## src/rtl/spi_regfile_peripheral.sv

```systemverilog
// SPI mode-0 register-file peripheral: framed writes into a parametrised
// register bank, readback on cipo, write strobe and rejected-frame counter.
module spi_regfile_peripheral #(
  parameter int unsigned NUM_REGS    = 5,
  parameter int unsigned DATA_W      = 8,
  parameter int unsigned ADDR_W      = 7,
  parameter int unsigned SYNC_STAGES = 2
) (
  input  logic                       i_clk,
  input  logic                       i_rst,
  input  logic                       i_cs_n,
  input  logic                       i_sclk,
  input  logic                       i_copi,
  output logic                       o_cipo,
  output logic                       o_cipo_oe,
  output logic [NUM_REGS*DATA_W-1:0] o_regs_out,
  output logic                       o_wr_stb,
  output logic [ADDR_W-1:0]          o_wr_addr,
  output logic [7:0]                 o_err_count
);

  localparam int unsigned FRAME_W = 1 + ADDR_W + DATA_W;
  localparam int unsigned CNT_W   = $clog2(FRAME_W + 1);

  typedef enum logic [2:0] {
    S_IDLE,
    S_ADDR,
    S_DATA,
    S_DONE,
    S_OVER
  } state_t;

  state_t r_state;
  state_t w_next;

  logic [SYNC_STAGES-1:0]     r_cs_sync;
  logic [SYNC_STAGES-1:0]     r_sclk_sync;
  logic [SYNC_STAGES-1:0]     r_copi_sync;
  logic                       r_cs_d;
  logic                       r_sclk_d;
  logic [CNT_W-1:0]           r_cnt;
  logic [FRAME_W-1:0]         r_shift;
  logic [DATA_W-1:0]          r_rd;
  logic [NUM_REGS*DATA_W-1:0] r_regs;
  logic                       r_wr_stb;
  logic [ADDR_W-1:0]          r_wr_addr;
  logic [7:0]                 r_err_count;

  logic              w_cs;
  logic              w_sclk;
  logic              w_copi;
  logic              w_cs_rise;
  logic              w_cs_fall;
  logic              w_sclk_rise;
  logic              w_sclk_fall;
  logic              w_shift_en;
  logic              w_rd_load;
  logic              w_rd_shift;
  logic              w_commit;
  logic              w_err;
  logic              w_restart;
  logic              w_fr_rw;
  logic [ADDR_W-1:0] w_fr_addr;
  logic [DATA_W-1:0] w_fr_data;
  logic              w_fr_ok;
  logic [ADDR_W-1:0] w_rd_addr;
  logic [DATA_W-1:0] w_rd_val;

  assign w_cs   = r_cs_sync[SYNC_STAGES-1];
  assign w_sclk = r_sclk_sync[SYNC_STAGES-1];
  assign w_copi = r_copi_sync[SYNC_STAGES-1];

  assign w_cs_rise   = w_cs & ~r_cs_d;
  assign w_cs_fall   = ~w_cs & r_cs_d;
  assign w_sclk_rise = w_sclk & ~r_sclk_d & ~w_cs;
  assign w_sclk_fall = ~w_sclk & r_sclk_d & ~w_cs;

  assign w_fr_rw   = r_shift[FRAME_W-1];
  assign w_fr_addr = r_shift[DATA_W +: ADDR_W];
  assign w_fr_data = r_shift[DATA_W-1:0];
  assign w_fr_ok   =
    ({{(32-ADDR_W){1'b0}}, w_fr_addr} < NUM_REGS);

  // Address as it stands once the last address bit is shifted in.
  assign w_rd_addr = ADDR_W'({r_shift, w_copi});

  always_comb begin
    w_rd_val = '0;
    for (int k = 0; k < NUM_REGS; k++) begin
      if (w_rd_addr == ADDR_W'(k))
        w_rd_val = r_regs[k*DATA_W +: DATA_W];
    end
  end

  always_ff @(posedge i_clk or posedge i_rst) begin
    if (i_rst) begin
      r_cs_sync   <= '1;
      r_sclk_sync <= '0;
      r_copi_sync <= '0;
      r_cs_d      <= 1'b1;
      r_sclk_d    <= 1'b0;
    end else begin
      r_cs_sync   <= {r_cs_sync[SYNC_STAGES-2:0], i_cs_n};
      r_sclk_sync <= {r_sclk_sync[SYNC_STAGES-2:0], i_sclk};
      r_copi_sync <= {r_copi_sync[SYNC_STAGES-2:0], i_copi};
      r_cs_d      <= w_cs;
      r_sclk_d    <= w_sclk;
    end
  end

  always_ff @(posedge i_clk or posedge i_rst) begin
    if (i_rst) r_state <= S_IDLE;
    else       r_state <= w_next;
  end

  always_comb begin
    w_next     = r_state;
    w_shift_en = 1'b0;
    w_rd_load  = 1'b0;
    w_rd_shift = 1'b0;
    w_commit   = 1'b0;
    w_err      = 1'b0;
    w_restart  = 1'b0;
    if (w_cs_rise) begin
      w_next = S_IDLE;
      case (r_state)
        S_DONE: begin
          w_commit = w_fr_ok & w_fr_rw;
          w_err    = ~w_fr_ok;
        end
        S_ADDR:  w_err = (r_cnt != '0);
        S_DATA:  w_err = 1'b1;
        S_OVER:  w_err = 1'b1;
        default: ;
      endcase
    end else if (w_cs_fall) begin
      w_next    = S_ADDR;
      w_restart = 1'b1;
    end else if (w_sclk_rise) begin
      case (r_state)
        S_ADDR: begin
          w_shift_en = 1'b1;
          if (r_cnt == CNT_W'(ADDR_W)) begin
            w_next    = S_DATA;
            w_rd_load = 1'b1;
          end
        end
        S_DATA: begin
          w_shift_en = 1'b1;
          if (r_cnt == CNT_W'(FRAME_W - 1))
            w_next = S_DONE;
        end
        S_DONE:  w_next = S_OVER;
        default: ;
      endcase
    end else if (w_sclk_fall && r_state == S_DATA
                 && r_cnt > CNT_W'(1 + ADDR_W)) begin
      // The fall right after the last address bit keeps the MSB on
      // cipo so the controller sees it at the first data rise.
      w_rd_shift = 1'b1;
    end
  end

  always_ff @(posedge i_clk or posedge i_rst) begin
    if (i_rst) begin
      r_cnt       <= '0;
      r_shift     <= '0;
      r_rd        <= '0;
      r_regs      <= '0;
      r_wr_stb    <= 1'b0;
      r_wr_addr   <= '0;
      r_err_count <= '0;
    end else begin
      r_wr_stb <= 1'b0;
      if (w_restart) begin
        r_cnt   <= '0;
        r_shift <= '0;
        r_rd    <= '0;
      end
      if (w_shift_en) begin
        r_shift <= {r_shift[FRAME_W-2:0], w_copi};
        r_cnt   <= r_cnt + 1'b1;
      end
      if (w_rd_load)
        r_rd <= w_rd_val;
      else if (w_rd_shift)
        r_rd <= {r_rd[DATA_W-2:0], 1'b0};
      if (w_commit) begin
        for (int k = 0; k < NUM_REGS; k++) begin
          if (w_fr_addr == ADDR_W'(k))
            r_regs[k*DATA_W +: DATA_W] <= w_fr_data;
        end
        r_wr_addr <= w_fr_addr;
        r_wr_stb  <= 1'b1;
      end
      if (w_err && r_err_count != 8'hFF)
        r_err_count <= r_err_count + 8'd1;
    end
  end

  assign o_cipo_oe   = ~w_cs &
    (r_state == S_DATA || r_state == S_DONE);
  assign o_cipo      = o_cipo_oe & r_rd[DATA_W-1];
  assign o_regs_out  = r_regs;
  assign o_wr_stb    = r_wr_stb;
  assign o_wr_addr   = r_wr_addr;
  assign o_err_count = r_err_count;

endmodule
```

## config.mk

```make
export PLATFORM = sky130hd
export DESIGN_NAME = spi_regfile_peripheral
export DESIGN_NICKNAME = d
export VERILOG_FILES = /design/src/rtl/spi_regfile_peripheral.sv
export SDC_FILE = /design/constraint.sdc
export NUM_CORES = 1
export LEC_CHECK = 0
export ABC_AREA = 1
export CAP_MARGIN = 10
export CORE_UTILIZATION = 57
export CTS_BUF_LIST = sky130_fd_sc_hd__clkbuf_2
export CTS_CLUSTER_SIZE = 12
export DETAILED_ROUTE_END_ITERATION = 8
export PLACE_DENSITY = 0.83
export SLEW_MARGIN = 10
export SYNTH_ARGS = -nofsm -noshare
export SYNTH_HDL_FRONTEND = slang
export SYNTH_SLANG_ARGS = --single-unit
```

## constraint.sdc

```tcl
create_clock -name i_clk -period 3.6 [get_ports i_clk]
set_input_delay 0.72 -clock i_clk [delete_from_list [all_inputs] [get_ports i_clk]]
set_output_delay 0.72 -clock i_clk [all_outputs]
set_load 0.01 [all_outputs]
```

==> flow_summary.json, run 1 <==
{
  "status": "finished clean",
  "die_y_um": 91.6,
  "dieArea_um2": 8390,
  "clk_pin_slew_worst_paths_ps": 240,
  "setup_viol": 0,
  "multi_input_area_um2": 1820,
  "wl_met2_um": 4770,
  "min_to": "r_copi_sync[1]",
  "avgViaCountPerCell": 5.39,
  "rrSetupSlack_ps": 810,
  "fmax_mhz": 358,
  "cts_root_buffer": "clkbuf_2",
  "io_buffers": 62,
  "max_slew.worst_pin.slew_ps": 824,
  "drive_gt1_frac": 0.111,
  "async_reset_ff_frac": 1.00,
  "internal-power_uw": 1510,
  "antenna_found_initial": 0,
  "p_leak_uw": 0.00261,
  "crit_chain": "nor2_4 > inv_1 > nor3_1 > clkdlybuf4s50_1",
  "ys_warn_count": 0,
  "worst_setup_path_start_kind": "flop",
  "r2r-start": "r_cs_sync[1]",
  "fill_cells": 608,
  "grt_pass1_wl_um": 16700,
  "top_layer_used": "met4",
  "ant_nets": 0,
  "drt-initial-drc-count": 251,
  "finalCritPeriodShare": 0.776,
  "dp_slack_ps": 931,
  "io-pin-count": 63,
  "drc_errors": 0,
  "wl_met1_um": 4440,
  "route.met3.wl_um": 425,
  "hold_path.class": "flop to flop",
  "combPwrFrac": 0.117,
  "postCtsResizedCells": 0,
  "p_per_area_nw_per_um2": 380,
  "switching_share": 0.267,
  "postCtsSetupRepairBufs": 0,
  "core_um2": 7730,
  "seqPwrFrac": 0.563,
  "path_max_fanout": 4,
  "cts_buffers": 9,
  "vdd_drop_max_v": 0.000213,
  "synth-edff-count": 0,
  "place_inst": 682,
  "syn2layout_area_growth_pct": 18.1,
  "clock_latency_ps": 570,
  "slowest_delay_ps": 580,
  "fin_crit_ps": 2790,
  "die_w_um": 91.6,
  "rsz0062_at_grt": "no",
  "cts_tree": "yes",
  "clkPwrFrac": 0.320,
  "htree_levels": 3,
  "required_ps": 2880,
  "yosysSeqAreaShare": 0.526,
  "grt_max_degree": 49,
  "critPathKind": "flop to output pin",
  "maxCapViolCount": 0,
  "ctsHoldBuffers": 0,
  "crit_arrival_ps": 2070,
  "drv_slew": 0,
  "fin_cells": 698,
  "fin_ws_ps": 808,
  "clk_path_buf_depth": 2,
  "total_power_uw": 2050,
  "row_count": 32,
  "clock_skew_ps": 52.4,
  "path_buf_inv": 2,
  "hpwl_um": 7030,
  "diodes": 0,
  "grt_pass1_vias": 3435,
  "synthFlopType": "dfrtp_1",
  "worstReg2RegEnd": "r_shift[6]",
  "grtUsageTotal": 0.258,
  "synthTopCellsByArea": "dfrtp_1 51%, nand2_1 9.8%, nand3_1 5.8%",
  "fin_nets": 602,
  "wl_um": 9950,
  "ys_seq_elements": 96,
  "placed_cell_area_um2": 5240,
  "netlist_area_um2": 4570,
  "vias": 3764,
  "start_util": 0.592,
  "hold_depth": 0,
  "synthCells": 529,
  "hp-start": "r_copi_sync[0]",
  "synth_top_area_frac": 0.509,
  "wl_per_cell_um": 14.3,
  "syn_area_per_cell_um2": 8.65,
  "max_slew_margin": 0.451,
  "overflow": 0,
  "place_congestion": 0.895,
  "p_sw_uw": 548,
  "finalInstanceArea_um2": 5400,
  "cts.sinks": 96,
  "seq_area_um2": 2410,
  "firstDrtPassIters": 5,
  "finalSetupTns_ps": 0,
  "r2r.worst_path.cells": 8,
  "synth.distinct_cells": 32,
  "yosysTopAreaCell": "dfrtp_1",
  "path_delay_family": "buffers and inverters",
  "syn_nets": 540,
  "end_kind": "output pin",
  "cp_slowest_cell": "clkdlybuf4s50_1",
  "hold_viol": 0
}
[worst max-delay path by stage]
stage	from	to	slack, ps	cells past startpoint
floorplan	i_rst	o_err_count[0]	380	1
global placement	r_cs_sync[1]	r_cnt[2]	1050	8
detailed placement	r_cs_sync[1]	r_shift[5]	930	8
CTS	r_state[2]	o_cipo	820	4
global route	r_cs_sync[1]	r_cnt[4]	480	8
finish	r_state[2]	o_cipo	810	4
[cell families (layout without fill, tap and decap cells)]
family,Yosys count,count (layout),synth area share
adders and majority gates,6,6,0.0164
DFF,96,96,0.526
AOI/OAI and AO/OA,70,70,0.0987
and+or+nand+nor,274,274,0.270
buffers and inverters,76,143,0.0755
xor gates and xnor gates,7,7,0.0134
[layout by cell type (no fill, tap or decap), types with 13 or more instances in the layout]
cell / netlist / final
clkdlybuf4s50_1: 0 / 62
dfrtp_1: 93 / 93
inv_1: 54 / 53
nand2_1: 119 / 119
nand3_1: 53 / 53
nor2_1: 67 / 67
nor3_1: 13 / 13
o21ai_1: 20 / 20
o21ai_2: 20 / 20
o22ai_1: 18 / 18
[sequential cells by signal (all words and copies together) (netlist names)]
signal / flops
o_regs_out: 40
r_shift: 16
o_err_count: 8
r_rd: 8
o_wr_addr: 7
r_cnt: 5
r_state: 3
r_copi_sync: 2
r_cs_sync: 2
r_sclk_sync: 2
o_wr_stb: 1
r_cs_d: 1
r_sclk_d: 1
[power groups by stage]
| stage | Sequential (uW) | Combinational (uW) | Clock (uW) |
|---|---|---|---|
| CTS | 1160 | 242 | 661 |
| global route | 1160 | 269 | 705 |
| floorplan | 1180 | 151 | 0 |
| detailed placement | 1170 | 240 | 0 |
| global placement | 1170 | 234 | 0 |
| finish | 1160 | 240 | 658 |
[per-layer routing]
layer / GRT usage / up-vias
met5: 0 / -
met4: 0.130 / 0
met3: 0.0369 / 19
met2: 0.392 / 121
met1: 0.363 / 1784
li1: - / 1840
[cell usage after synthesis (all sizes together) (3+ instances only)]
master,instances
dfrtp,93
xor2,5
nand2,128
ha,6
o22ai,18
nor2,70
nor3,16
buf,13
nand4,3
o21ai,50
nand3,53
inv,62
dfstp,3
[stage by stage]
step,hold WS (ps),util
after floorplan,331,-
after global placement,343,0.678
after detailed placement,348,0.678
after CTS,394,0.699
after global routing,400,0.699
final,392,0.699
[area by class of cell]
cell class | instances | share of cell area
Sequential cell | 96 | 0.446
Timing Repair Buffer | 65 | 0.119
Inverter | 62 | 0.0447
Tap cell | 102 | 0.0236
Clock inverter | 6 | 0.0202
Clock buffer | 10 | 0.00927
Multi-Input combinational cell | 357 | 0.338
No activity file was read; power rests on OpenSTA's default activity.
==> inputs of run 2 (changes only) <==
CORE_UTILIZATION = 51   (was 57)
PLACE_DENSITY = 0.78   (was 0.83)
clock period = 2.5 ns   (was 3.6 ns; I/O delays follow)
==> run 2 against run 1 <==
Global-route usage shrank 2.8 points. Clock power grew 28%. Highest routed layer unchanged. Final cell count grew 1.6%. Critical path type unchanged. Clock skew shrank 16 ps. Largest power group unchanged. Sequential power grew 44%.
==> flow_summary.json, run 2 (synthesis gave the netlist of run 1 again) <==
{
  "status": "finished clean",
  "hold_viol": 0,
  "wl_per_cell_um": 14.4,
  "fmax_mhz": 421,
  "hpwl_um": 7200,
  "layout_common_cells": "119 x nand2_1, 93 x dfrtp_1, 67 x nor2_1, 61 x clkdlybuf4s50_1",
  "dieArea_um2": 9350,
  "required_ps": 2000,
  "finish.utilization": 0.624,
  "fin_nets": 607,
  "cts_buffers": 9,
  "worst_setup_path_start_kind": "flop",
  "start_util": 0.525,
  "slowest_delay_ps": 540,
  "clk_pin_slew_worst_paths_ps": 270,
  "drt-initial-drc-count": 213,
  "p_sw_uw": 790,
  "grt_max_degree": 85,
  "core_um2": 8720,
  "clock_skew_ps": 35.9,
  "grtUsageTotal": 0.230,
  "seqPwrFrac": 0.582,
  "io_buffers": 62,
  "grt_pass1_wl_um": 17300,
  "max_slew_margin": 0.663,
  "layout_commonest_cell": "nand2_1",
  "clock_latency_ps": 530,
  "p_per_area_nw_per_um2": 527,
  "hold_path.class": "primary input to asynchronous set/reset pin",
  "fin_crit_ps": 2370,
  "vdd_drop_max_v": 0.000312,
  "place_congestion": 0.895,
  "grt_pass1_vias": 3642,
  "maxCapViolCount": 0,
  "htree_levels": 3,
  "diodes": 0,
  "die_y_um": 96.7,
  "overflow": 0,
  "ant_nets": 0,
  "avgViaCountPerCell": 5.25,
  "finalCritPeriodShare": 0.950,
  "io-pin-count": 63,
  "drive_gt1_frac": 0.118,
  "total_power_uw": 2860,
  "wl_um": 10200,
  "path_max_fanout": 4,
  "clk_path_buf_depth": 2,
  "rsz0062_at_grt": "no",
  "cts_tree": "yes",
  "end_kind": "output pin",
  "drc_errors": 0,
  "cts.sinks": 96,
  "p_leak_uw": 0.00264,
  "cts_root_buffer": "clkbuf_2",
  "crit_arrival_ps": 1870,
  "switching_share": 0.276,
  "clkPwrFrac": 0.294,
  "finalSetupTns_ps": 0,
  "internal-power_uw": 2070,
  "largest_register_ffs": 40,
  "vias": 3721,
  "max_slew.worst_pin.slew_ps": 501,
  "setup_viol": 0,
  "drv_slew": 0,
  "crit_chain": "nor2_4 > inv_1 > nor2_1 > clkdlybuf4s50_1",
  "row_count": 34,
  "combPwrFrac": 0.125,
  "antenna_found_initial": 0,
  "cp_slowest_cell": "clkdlybuf4s50_1",
  "die_w_um": 96.7,
  "syn2layout_area_growth_pct": 18.9,
  "critPathKind": "flop to output pin",
  "firstDrtPassIters": 7
}
-- run 2: per-layer routing --
metal | wire [um] | global-route usage | vias up
met5 | 0 | 0 | -
met1 | 4550 | 0.316 | 1744
li1 | - | - | 1843
met4 | 330 | 0.104 | 0
met2 | 4880 | 0.361 | 110
met3 | 468 | 0.0332 | 24
-- run 2: power by group through the flow --
stage / registers [uW] / clock network [uW] / logic [uW]
5_1_grt: 1680 / 918 / 398
3_3_place_gp: 1690 / 0 / 343
3_5_place_dp: 1690 / 0 / 355
4_1_cts: 1670 / 854 / 361
6_report: 1670 / 841 / 357
2_1_floorplan: 1690 / 0 / 218
-- run 2: what timing repair did --
item,CTS,global route
hold buffers,0,0
endpoints found under the setup margin,1,1
resized for setup,0,1
buffers inserted,1,0
-- run 2: path summary, 6_finish.rpt --
kind | from | end | slack [ps] | depth (start not counted)
max in group asynchronous | i_rst | r_cs_sync[0] | 1530 | 3
min reg2reg | r_cs_sync[0] | r_cs_sync[1] | 380 | 0
max | r_state[2] | o_cipo_oe | 130 | 4
min in group i_clk | i_cs_n | r_cs_sync[0] | 340 | 1
min | i_rst | o_regs_out[7] | 220 | 2
max reg2reg | r_cs_sync[1] | r_rd[4] | 340 | 11
-- run 2: critical path: cells and delay by family (launching register included) --
| kind | cells | cell delay [ps] |
|---|---|---|
| buffers and inverters | 2 | 620 |
| and+or+nand+nor | 2 | 270 |
| DFF | 1 | 470 |
-- run 2: cell type report --
| class | count | area (um2) |
|---|---|---|
| clock buffer | 10 | 50.0 |
| clock inverter | 6 | 83.8 |
| fill | 774 | 3280 |
| inverter | 62 | 244 |
| multi-input combinational | 357 | 1820 |
| sequential | 96 | 2410 |
| tap | 108 | 135 |
| timing repair buffer | 70 | 696 |
-- run 2: metrics by stage --
stage          setup slack [ps]  cells  area [um2]  hold WS, ps
2_1_floorplan               730    529        4580          331
3_3_place_gp                553    692        5290          337
3_5_place_dp                455    692        5290          343
4_1_cts                    13.4    709        5440          222
5_1_grt                    20.9    709        5440          205
6_report                    126    709        5440          216
